===== src/rtl/axi_slave_pipeline_if.sv =====
// Bus response codes and the AXI-Lite-style channel bundle shared by
// masters and the axi_slave_pipeline front end.
package BusPack;
  typedef enum logic [1:0] {
    OKAY   = 2'd0,
    EXOKAY = 2'd1,
    SLVERR = 2'd2,
    DECERR = 2'd3
  } resp_t;
endpackage

interface Axi_ift #(
  parameter int ADDR_WIDTH = 64,
  parameter int DATA_WIDTH = 64
);
  logic                      aw_valid;
  logic                      aw_ready;
  logic [ADDR_WIDTH-1:0]     aw_addr;
  logic                      w_valid;
  logic                      w_ready;
  logic [DATA_WIDTH-1:0]     w_data;
  logic [DATA_WIDTH/8-1:0]   w_strb;
  logic                      b_valid;
  logic                      b_ready;
  BusPack::resp_t            b_resp;
  logic                      ar_valid;
  logic                      ar_ready;
  logic [ADDR_WIDTH-1:0]     ar_addr;
  logic                      r_valid;
  logic                      r_ready;
  logic [DATA_WIDTH-1:0]     r_data;
  BusPack::resp_t            r_resp;

  modport Slave (
    input  aw_valid, aw_addr, w_valid, w_data, w_strb, b_ready,
           ar_valid, ar_addr, r_ready,
    output aw_ready, w_ready, b_valid, b_resp, ar_ready, r_valid, r_data, r_resp
  );

  modport Master (
    output aw_valid, aw_addr, w_valid, w_data, w_strb, b_ready,
           ar_valid, ar_addr, r_ready,
    input  aw_ready, w_ready, b_valid, b_resp, ar_ready, r_valid, r_data, r_resp
  );
endinterface


===== src/rtl/axi_slave_pipeline.sv =====
// Single-beat AXI-Lite slave front end: independent write and read FSMs that
// convert bus handshakes into one-cycle strobes on a registered backend port.
module axi_slave_pipeline #(
  parameter int ADDR_WIDTH = 64,
  parameter int DATA_WIDTH = 64
) (
  input  logic                    clk,
  input  logic                    rstn,
  Axi_ift.Slave                   mem_ift,
  output logic                    mem_wen,
  output logic [DATA_WIDTH/8-1:0] mem_wmask,
  output logic [DATA_WIDTH-1:0]   mem_wdata,
  output logic [ADDR_WIDTH-1:0]   mem_waddr,
  input  BusPack::resp_t          mem_bresp,
  output logic                    mem_ren,
  output logic [ADDR_WIDTH-1:0]   mem_raddr,
  input  logic [DATA_WIDTH-1:0]   mem_rdata,
  input  BusPack::resp_t          mem_rresp
);
  import BusPack::*;

  typedef enum logic [1:0] {W_IDLE, W_MEM, W_WAIT, W_RESP} wstate_t;
  typedef enum logic [1:0] {R_IDLE, R_MEM, R_WAIT, R_RESP} rstate_t;

  wstate_t w_state_reg;
  rstate_t r_state_reg;
  logic    aw_done_reg, w_done_reg;
  logic    aw_ready_reg, w_ready_reg, ar_ready_reg;
  logic    b_valid_reg, r_valid_reg;
  resp_t   b_resp_reg, r_resp_reg;
  logic [DATA_WIDTH-1:0] r_data_reg;

  logic aw_hs, w_hs, ar_hs;

  // Readies are registers, so handshakes never loop back through a valid input.
  assign aw_hs = mem_ift.aw_valid & aw_ready_reg;
  assign w_hs  = mem_ift.w_valid  & w_ready_reg;
  assign ar_hs = mem_ift.ar_valid & ar_ready_reg;

  assign mem_ift.aw_ready = aw_ready_reg;
  assign mem_ift.w_ready  = w_ready_reg;
  assign mem_ift.b_valid  = b_valid_reg;
  assign mem_ift.b_resp   = b_resp_reg;
  assign mem_ift.ar_ready = ar_ready_reg;
  assign mem_ift.r_valid  = r_valid_reg;
  assign mem_ift.r_data   = r_data_reg;
  assign mem_ift.r_resp   = r_resp_reg;

  always_ff @(posedge clk or negedge rstn) begin
    if (!rstn) begin
      w_state_reg  <= W_IDLE;
      aw_done_reg  <= 1'b0;
      w_done_reg   <= 1'b0;
      aw_ready_reg <= 1'b1;
      w_ready_reg  <= 1'b1;
      mem_wen      <= 1'b0;
      b_valid_reg  <= 1'b0;
      b_resp_reg   <= OKAY;
      mem_waddr    <= '0;
      mem_wdata    <= '0;
      mem_wmask    <= '0;
    end else begin
      case (w_state_reg)
        W_IDLE: begin
          if (aw_hs) begin
            mem_waddr    <= mem_ift.aw_addr;
            aw_done_reg  <= 1'b1;
            aw_ready_reg <= 1'b0;
          end
          if (w_hs) begin
            mem_wdata   <= mem_ift.w_data;
            mem_wmask   <= mem_ift.w_strb;
            w_done_reg  <= 1'b1;
            w_ready_reg <= 1'b0;
          end
          // AW and W may arrive together or in either order.
          if ((aw_done_reg | aw_hs) && (w_done_reg | w_hs)) begin
            aw_ready_reg <= 1'b0;
            w_ready_reg  <= 1'b0;
            mem_wen      <= 1'b1;
            w_state_reg  <= W_MEM;
          end
        end
        W_MEM: begin
          mem_wen     <= 1'b0;
          w_state_reg <= W_WAIT;
        end
        W_WAIT: begin
          b_resp_reg  <= mem_bresp;
          b_valid_reg <= 1'b1;
          w_state_reg <= W_RESP;
        end
        W_RESP: begin
          if (mem_ift.b_ready) begin
            b_valid_reg  <= 1'b0;
            aw_done_reg  <= 1'b0;
            w_done_reg   <= 1'b0;
            aw_ready_reg <= 1'b1;
            w_ready_reg  <= 1'b1;
            w_state_reg  <= W_IDLE;
          end
        end
        default: w_state_reg <= W_IDLE;
      endcase
    end
  end

  always_ff @(posedge clk or negedge rstn) begin
    if (!rstn) begin
      r_state_reg  <= R_IDLE;
      ar_ready_reg <= 1'b1;
      mem_ren      <= 1'b0;
      r_valid_reg  <= 1'b0;
      r_data_reg   <= '0;
      r_resp_reg   <= OKAY;
      mem_raddr    <= '0;
    end else begin
      case (r_state_reg)
        R_IDLE: begin
          if (ar_hs) begin
            mem_raddr    <= mem_ift.ar_addr;
            ar_ready_reg <= 1'b0;
            mem_ren      <= 1'b1;
            r_state_reg  <= R_MEM;
          end
        end
        R_MEM: begin
          mem_ren     <= 1'b0;
          r_state_reg <= R_WAIT;
        end
        R_WAIT: begin
          r_data_reg  <= mem_rdata;
          r_resp_reg  <= mem_rresp;
          r_valid_reg <= 1'b1;
          r_state_reg <= R_RESP;
        end
        R_RESP: begin
          if (mem_ift.r_ready) begin
            r_valid_reg  <= 1'b0;
            ar_ready_reg <= 1'b1;
            r_state_reg  <= R_IDLE;
          end
        end
        default: r_state_reg <= R_IDLE;
      endcase
    end
  end
endmodule


===== src/flat_wrapper.sv =====
// flat-port wrapper written by rule: the top's interface ports become plain ports
module axi_slave_pipeline_flat import BusPack::*;
#(
  parameter int ADDR_WIDTH = 64,
  parameter int DATA_WIDTH = 64
)
  (clk, rstn, mem_wen, mem_wmask, mem_wdata, mem_waddr, mem_bresp, mem_ren, mem_raddr, mem_rdata, mem_rresp, mem_ift_aw_valid, mem_ift_aw_addr, mem_ift_w_valid, mem_ift_w_data, mem_ift_w_strb, mem_ift_b_ready, mem_ift_ar_valid, mem_ift_ar_addr, mem_ift_r_ready, mem_ift_aw_ready, mem_ift_w_ready, mem_ift_b_valid, mem_ift_b_resp, mem_ift_ar_ready, mem_ift_r_valid, mem_ift_r_data, mem_ift_r_resp);
  Axi_ift #(.ADDR_WIDTH(ADDR_WIDTH), .DATA_WIDTH(DATA_WIDTH)) mem_ift_i ();
  input  logic clk;
  input  logic rstn;
  output logic mem_wen;
  output logic [DATA_WIDTH/8-1:0] mem_wmask;
  output logic [DATA_WIDTH-1:0] mem_wdata;
  output logic [ADDR_WIDTH-1:0] mem_waddr;
  input  BusPack::resp_t mem_bresp;
  output logic mem_ren;
  output logic [ADDR_WIDTH-1:0] mem_raddr;
  input  logic [DATA_WIDTH-1:0] mem_rdata;
  input  BusPack::resp_t mem_rresp;
  input wire logic [$bits(mem_ift_i.aw_valid)-1:0] mem_ift_aw_valid;
  input wire logic [$bits(mem_ift_i.aw_addr)-1:0] mem_ift_aw_addr;
  input wire logic [$bits(mem_ift_i.w_valid)-1:0] mem_ift_w_valid;
  input wire logic [$bits(mem_ift_i.w_data)-1:0] mem_ift_w_data;
  input wire logic [$bits(mem_ift_i.w_strb)-1:0] mem_ift_w_strb;
  input wire logic [$bits(mem_ift_i.b_ready)-1:0] mem_ift_b_ready;
  input wire logic [$bits(mem_ift_i.ar_valid)-1:0] mem_ift_ar_valid;
  input wire logic [$bits(mem_ift_i.ar_addr)-1:0] mem_ift_ar_addr;
  input wire logic [$bits(mem_ift_i.r_ready)-1:0] mem_ift_r_ready;
  output wire logic [$bits(mem_ift_i.aw_ready)-1:0] mem_ift_aw_ready;
  output wire logic [$bits(mem_ift_i.w_ready)-1:0] mem_ift_w_ready;
  output wire logic [$bits(mem_ift_i.b_valid)-1:0] mem_ift_b_valid;
  output wire logic [$bits(mem_ift_i.b_resp)-1:0] mem_ift_b_resp;
  output wire logic [$bits(mem_ift_i.ar_ready)-1:0] mem_ift_ar_ready;
  output wire logic [$bits(mem_ift_i.r_valid)-1:0] mem_ift_r_valid;
  output wire logic [$bits(mem_ift_i.r_data)-1:0] mem_ift_r_data;
  output wire logic [$bits(mem_ift_i.r_resp)-1:0] mem_ift_r_resp;
  assign mem_ift_i.aw_valid = mem_ift_aw_valid;
  assign mem_ift_i.aw_addr = mem_ift_aw_addr;
  assign mem_ift_i.w_valid = mem_ift_w_valid;
  assign mem_ift_i.w_data = mem_ift_w_data;
  assign mem_ift_i.w_strb = mem_ift_w_strb;
  assign mem_ift_i.b_ready = mem_ift_b_ready;
  assign mem_ift_i.ar_valid = mem_ift_ar_valid;
  assign mem_ift_i.ar_addr = mem_ift_ar_addr;
  assign mem_ift_i.r_ready = mem_ift_r_ready;
  assign mem_ift_aw_ready = mem_ift_i.aw_ready;
  assign mem_ift_w_ready = mem_ift_i.w_ready;
  assign mem_ift_b_valid = mem_ift_i.b_valid;
  assign mem_ift_b_resp = mem_ift_i.b_resp;
  assign mem_ift_ar_ready = mem_ift_i.ar_ready;
  assign mem_ift_r_valid = mem_ift_i.r_valid;
  assign mem_ift_r_data = mem_ift_i.r_data;
  assign mem_ift_r_resp = mem_ift_i.r_resp;
  axi_slave_pipeline #(.ADDR_WIDTH(ADDR_WIDTH), .DATA_WIDTH(DATA_WIDTH)) u_core (.clk(clk), .rstn(rstn), .mem_ift(mem_ift_i), .mem_wen(mem_wen), .mem_wmask(mem_wmask), .mem_wdata(mem_wdata), .mem_waddr(mem_waddr), .mem_bresp(mem_bresp), .mem_ren(mem_ren), .mem_raddr(mem_raddr), .mem_rdata(mem_rdata), .mem_rresp(mem_rresp));
endmodule

===== config.mk =====
export PLATFORM = sky130hd
export DESIGN_NAME = axi_slave_pipeline_flat
export DESIGN_NICKNAME = d
export VERILOG_FILES = /design/src/rtl/axi_slave_pipeline_if.sv /design/src/rtl/axi_slave_pipeline.sv /design/src/flat_wrapper.sv
export SDC_FILE = /design/constraint.sdc
export NUM_CORES = 1
export LEC_CHECK = 0
export CAP_MARGIN = 15
export CORE_AREA = 3 3 213 215
export CTS_BUF_LIST = sky130_fd_sc_hd__clkbuf_4
export CTS_CLUSTER_SIZE = 10
export DETAILED_ROUTE_END_ITERATION = 8
export DIE_AREA = 0 0 216 218
export PLACE_DENSITY_LB_ADDON = 0.2
export SLEW_MARGIN = 20
export SYNTH_ARGS = -nofsm -noshare
export SYNTH_HDL_FRONTEND = slang
export SYNTH_SLANG_ARGS = --single-unit

===== constraint.sdc =====
create_clock -name clk -period 1.5 [get_ports clk]
set_input_delay 0.15 -clock clk [delete_from_list [all_inputs] [get_ports clk]]
set_output_delay 0.15 -clock clk [all_outputs]
set_load 0.005 [all_outputs]

==> out/qor.yml <==
htree_levels: 3
required_ns: 1.35
finalCritPeriodShare_pct: 108
synth_edf_count: 0
critPathTopFamily: "flip-flops"
design.die.area_um2: 47100
timing.hold.ws_ns: 0.242
synth_top_area_share_pct: 65.4
placed_area_um2: 17300
cp-end-kind: "primary output"
ys_warn_count: 0
status: "finished, violations left"
num_rows: 77
seq_area_frac_synth_pct: 66.1
antenna_found_initial: 1
cp_common_cell: "buf_6"
hold_start: "mem_ift_aw_valid"
yosysMostFrequentCell: "dfrtp_1"
post-place-ws_ns: -0.214
via_count: 9301
port_buffers: 549
tightest_slew_ns: 0.386
layout_min_cycle_time_ns: 1.62
crit_type: "register to primary output"
fmax_ghz: 0.617
design_area_um2: 20900
clock-sinks: 281
yosys.area_share.adder_pct: 1.06
yosysUniqueCellTypes: 27
syn_area_um2: 10600
setup_viol: 163
critPathBufInv: 2
synth_top_family_by_area: "multiplexers"
post-dp-hpwl_um: 26200
die_x_um: 216
critPathLaunchType: "register"
synth_seq_cells: 281
routedWlPerCell_um: 17.5
ir_drop_mv: 0.809
yosysTopAreaCell: "dfrtp_1"
grt_max_degree: 50
drv_cap: 0
gr-total-overflow: 0
cts_tree: "built"
rsz0062_at_grt: "true"
grt_pass1_vias: 10500
synthMuxAreaShare_pct: 28.8
first_pass_iters: 4
routed_wirelength_um: 39800
gp_congestion: 0.752
synth-simple-area-share_pct: 0.717
syn_to_final_growth_pct: 96.7
cp_slowest_cell: "dfstp_2"
synthTopCellsByArea: "dfrtp_1 65%, mux2_2 28%, buf_2 1.2%"
pin_count: 550
clock_path_buffers: 3
critPathMaxFanout: 2
cts-root-buf: "clkbuf_4"
path_cells: "buf_6 > buf_6"
worst_slack_ns: -0.120
synth-main-ff-cell: "dfrtp_1"
fin_worst_skew_ns: 0.0332
grt_pass1_wl_um: 60000
grt.total_usage_pct: 16.4
r2r-start: "u_core.r_state_reg[1]$_DFFE_PN0P_"
final_nets: 1916
vias_per_cell: 4.09
clk_latency_ns: 0.77
synth_compound_area_share_pct: 1.65
syn-num-nets: 925
power_density_nw_per_um2: 1650
synth_common_cells: "278 x dfrtp_1, 269 x mux2_2, 26 x buf_2"
slew_viol_final: 0
die_y_um: 218
maxSlewHeadroom_pct: 74.3
clkTransAtPathRegs_ns: 0.06
numCtsBuffers: 84
violations: "negative setup slack"
detail-route-antenna-nets: 0
slowest_delay_ns: 0.54
cp-startpoint: "u_core.mem_ift.w_ready$_DFFE_PN1P_"
synth_xor_area_share_pct: 0
total_power_mw: 34.5
holdCritPathClass: "input port to register"
finalHoldViolations: 0
drive_gt1_share_pct: 47.8
synth_cells: 641
drc: 0
initial_core_util_pct: 24.2
leakagePower_nw: 9.78
ys_async_sr_fraction_pct: 100
drtIter0Drc: 194
crit_arrival_ns: 1.47
syn_avg_cell_area_um2: 16.6
coreArea_um2: 43900
layer usage:
| metal | GRT usage, % | part of all wire (%) |
|---|---|---|
| met5 | 0 | 0 |
| met4 | 7.68 | 3.2 |
| met3 | 5.03 | 7.0 |
| met2 | 29.1 | 52 |
| met1 | 17.9 | 38 |
tightest hold or removal path, cell delays in order:
cell	delay, ns
clkdlybuf4s50_1	0.55
buf_4	0.18
o311ai_2	0.10
timing repair:
| action | CTS | global route |
|---|---|---|
| setup endpoints to repair | 509 | 527 |
| hold endpoints to repair | 553 | 0 |
| hold buffers | 274 | 0 |
| buffers inserted | 24 | 22 |
| gates resized for setup | 1162 | 32 |
| gates cloned | 11 | 11 |
| pin swaps | 1 | 4 |
layout make-up:
class,instances,area [um2]
antenna,1,2.50
clock buffer,116,871
clock inverter,19,97.6
fill,4067,23000
inverter,11,41.3
multi-input combinational,320,3590
sequential,281,7040
tap,592,741
timing repair buffer,934,8550
placed cells by master, fill, tap and decap left out, types with 2 or more instances in the layout:
cell             count
o21ai_0              8
a21oi_1              3
buf_8                4
clkbuf_4           116
o2bb2ai_1            2
clkinv_1            14
mux2_4               6
clkdlybuf4s50_1    273
o311ai_2             2
nand3_4              3
dlygate4sd3_1      273
clkbuf_16            9
inv_2                8
dfrtp_1            278
dfstp_2              3
buf_4               58
nor2_1               5
inv_1                7
buf_2              247
buf_12              24
ha_4                 5
buf_16               8
ha_1                 3
mux2_2             263
a31oi_1              2
mux2i_1              2
buf_6               38
worst paths after layout:
| kind | end | slack, ns | depth (start not counted) |
|---|---|---|---|
| min | u_core.mem_ift.aw_ready$_DFFE_PN1P_ | 0.24 | 3 |
| max in group asynchronous | u_core.mem_ift.w_ready$_DFFE_PN1P_ | 0.56 | 4 |
| max reg2reg | u_core.mem_raddr[14]$_DFFE_PN0P_ | -0.09 | 7 |
| min in group asynchronous | u_core.mem_raddr[60]$_DFFE_PN0P_ | 0.57 | 4 |
| min reg2reg | u_core.mem_wdata[4]$_DFFE_PN0P_ | 0.50 | 1 |
| max | mem_ift_w_ready | -0.12 | 2 |
logic make-up after synthesis:
kind of cell / Yosys count
flops: 281
mux: 272
buf+inv: 40
fa+ha+maj: 9
compound gates: 26
simple gates: 13
power by group:
group,switching [mW],total (mW),leakage (nW),internal (mW)
Sequential,1.82,13.2,3.42,11.3
Clock,3.34,7.02,0.587,3.68
Combinational,5.42,14.3,5.77,8.87
per-stage QoR:
| stage | instances | TNS (ns) | utilization (%) |
|---|---|---|---|
| 2_1_floorplan | 641 | -1.10 | - |
| 3_3_place_gp | 1801 | -14.65 | 39.4 |
| 3_5_place_dp | 1801 | -16.63 | 39.4 |
| 4_1_cts | 2245 | -32.06 | 46.5 |
| 5_1_grt | 2274 | -33.69 | 47.6 |
| 6_report | 2274 | -5.35 | 47.6 |
Note: power is estimated with default switching activity, not from simulation.
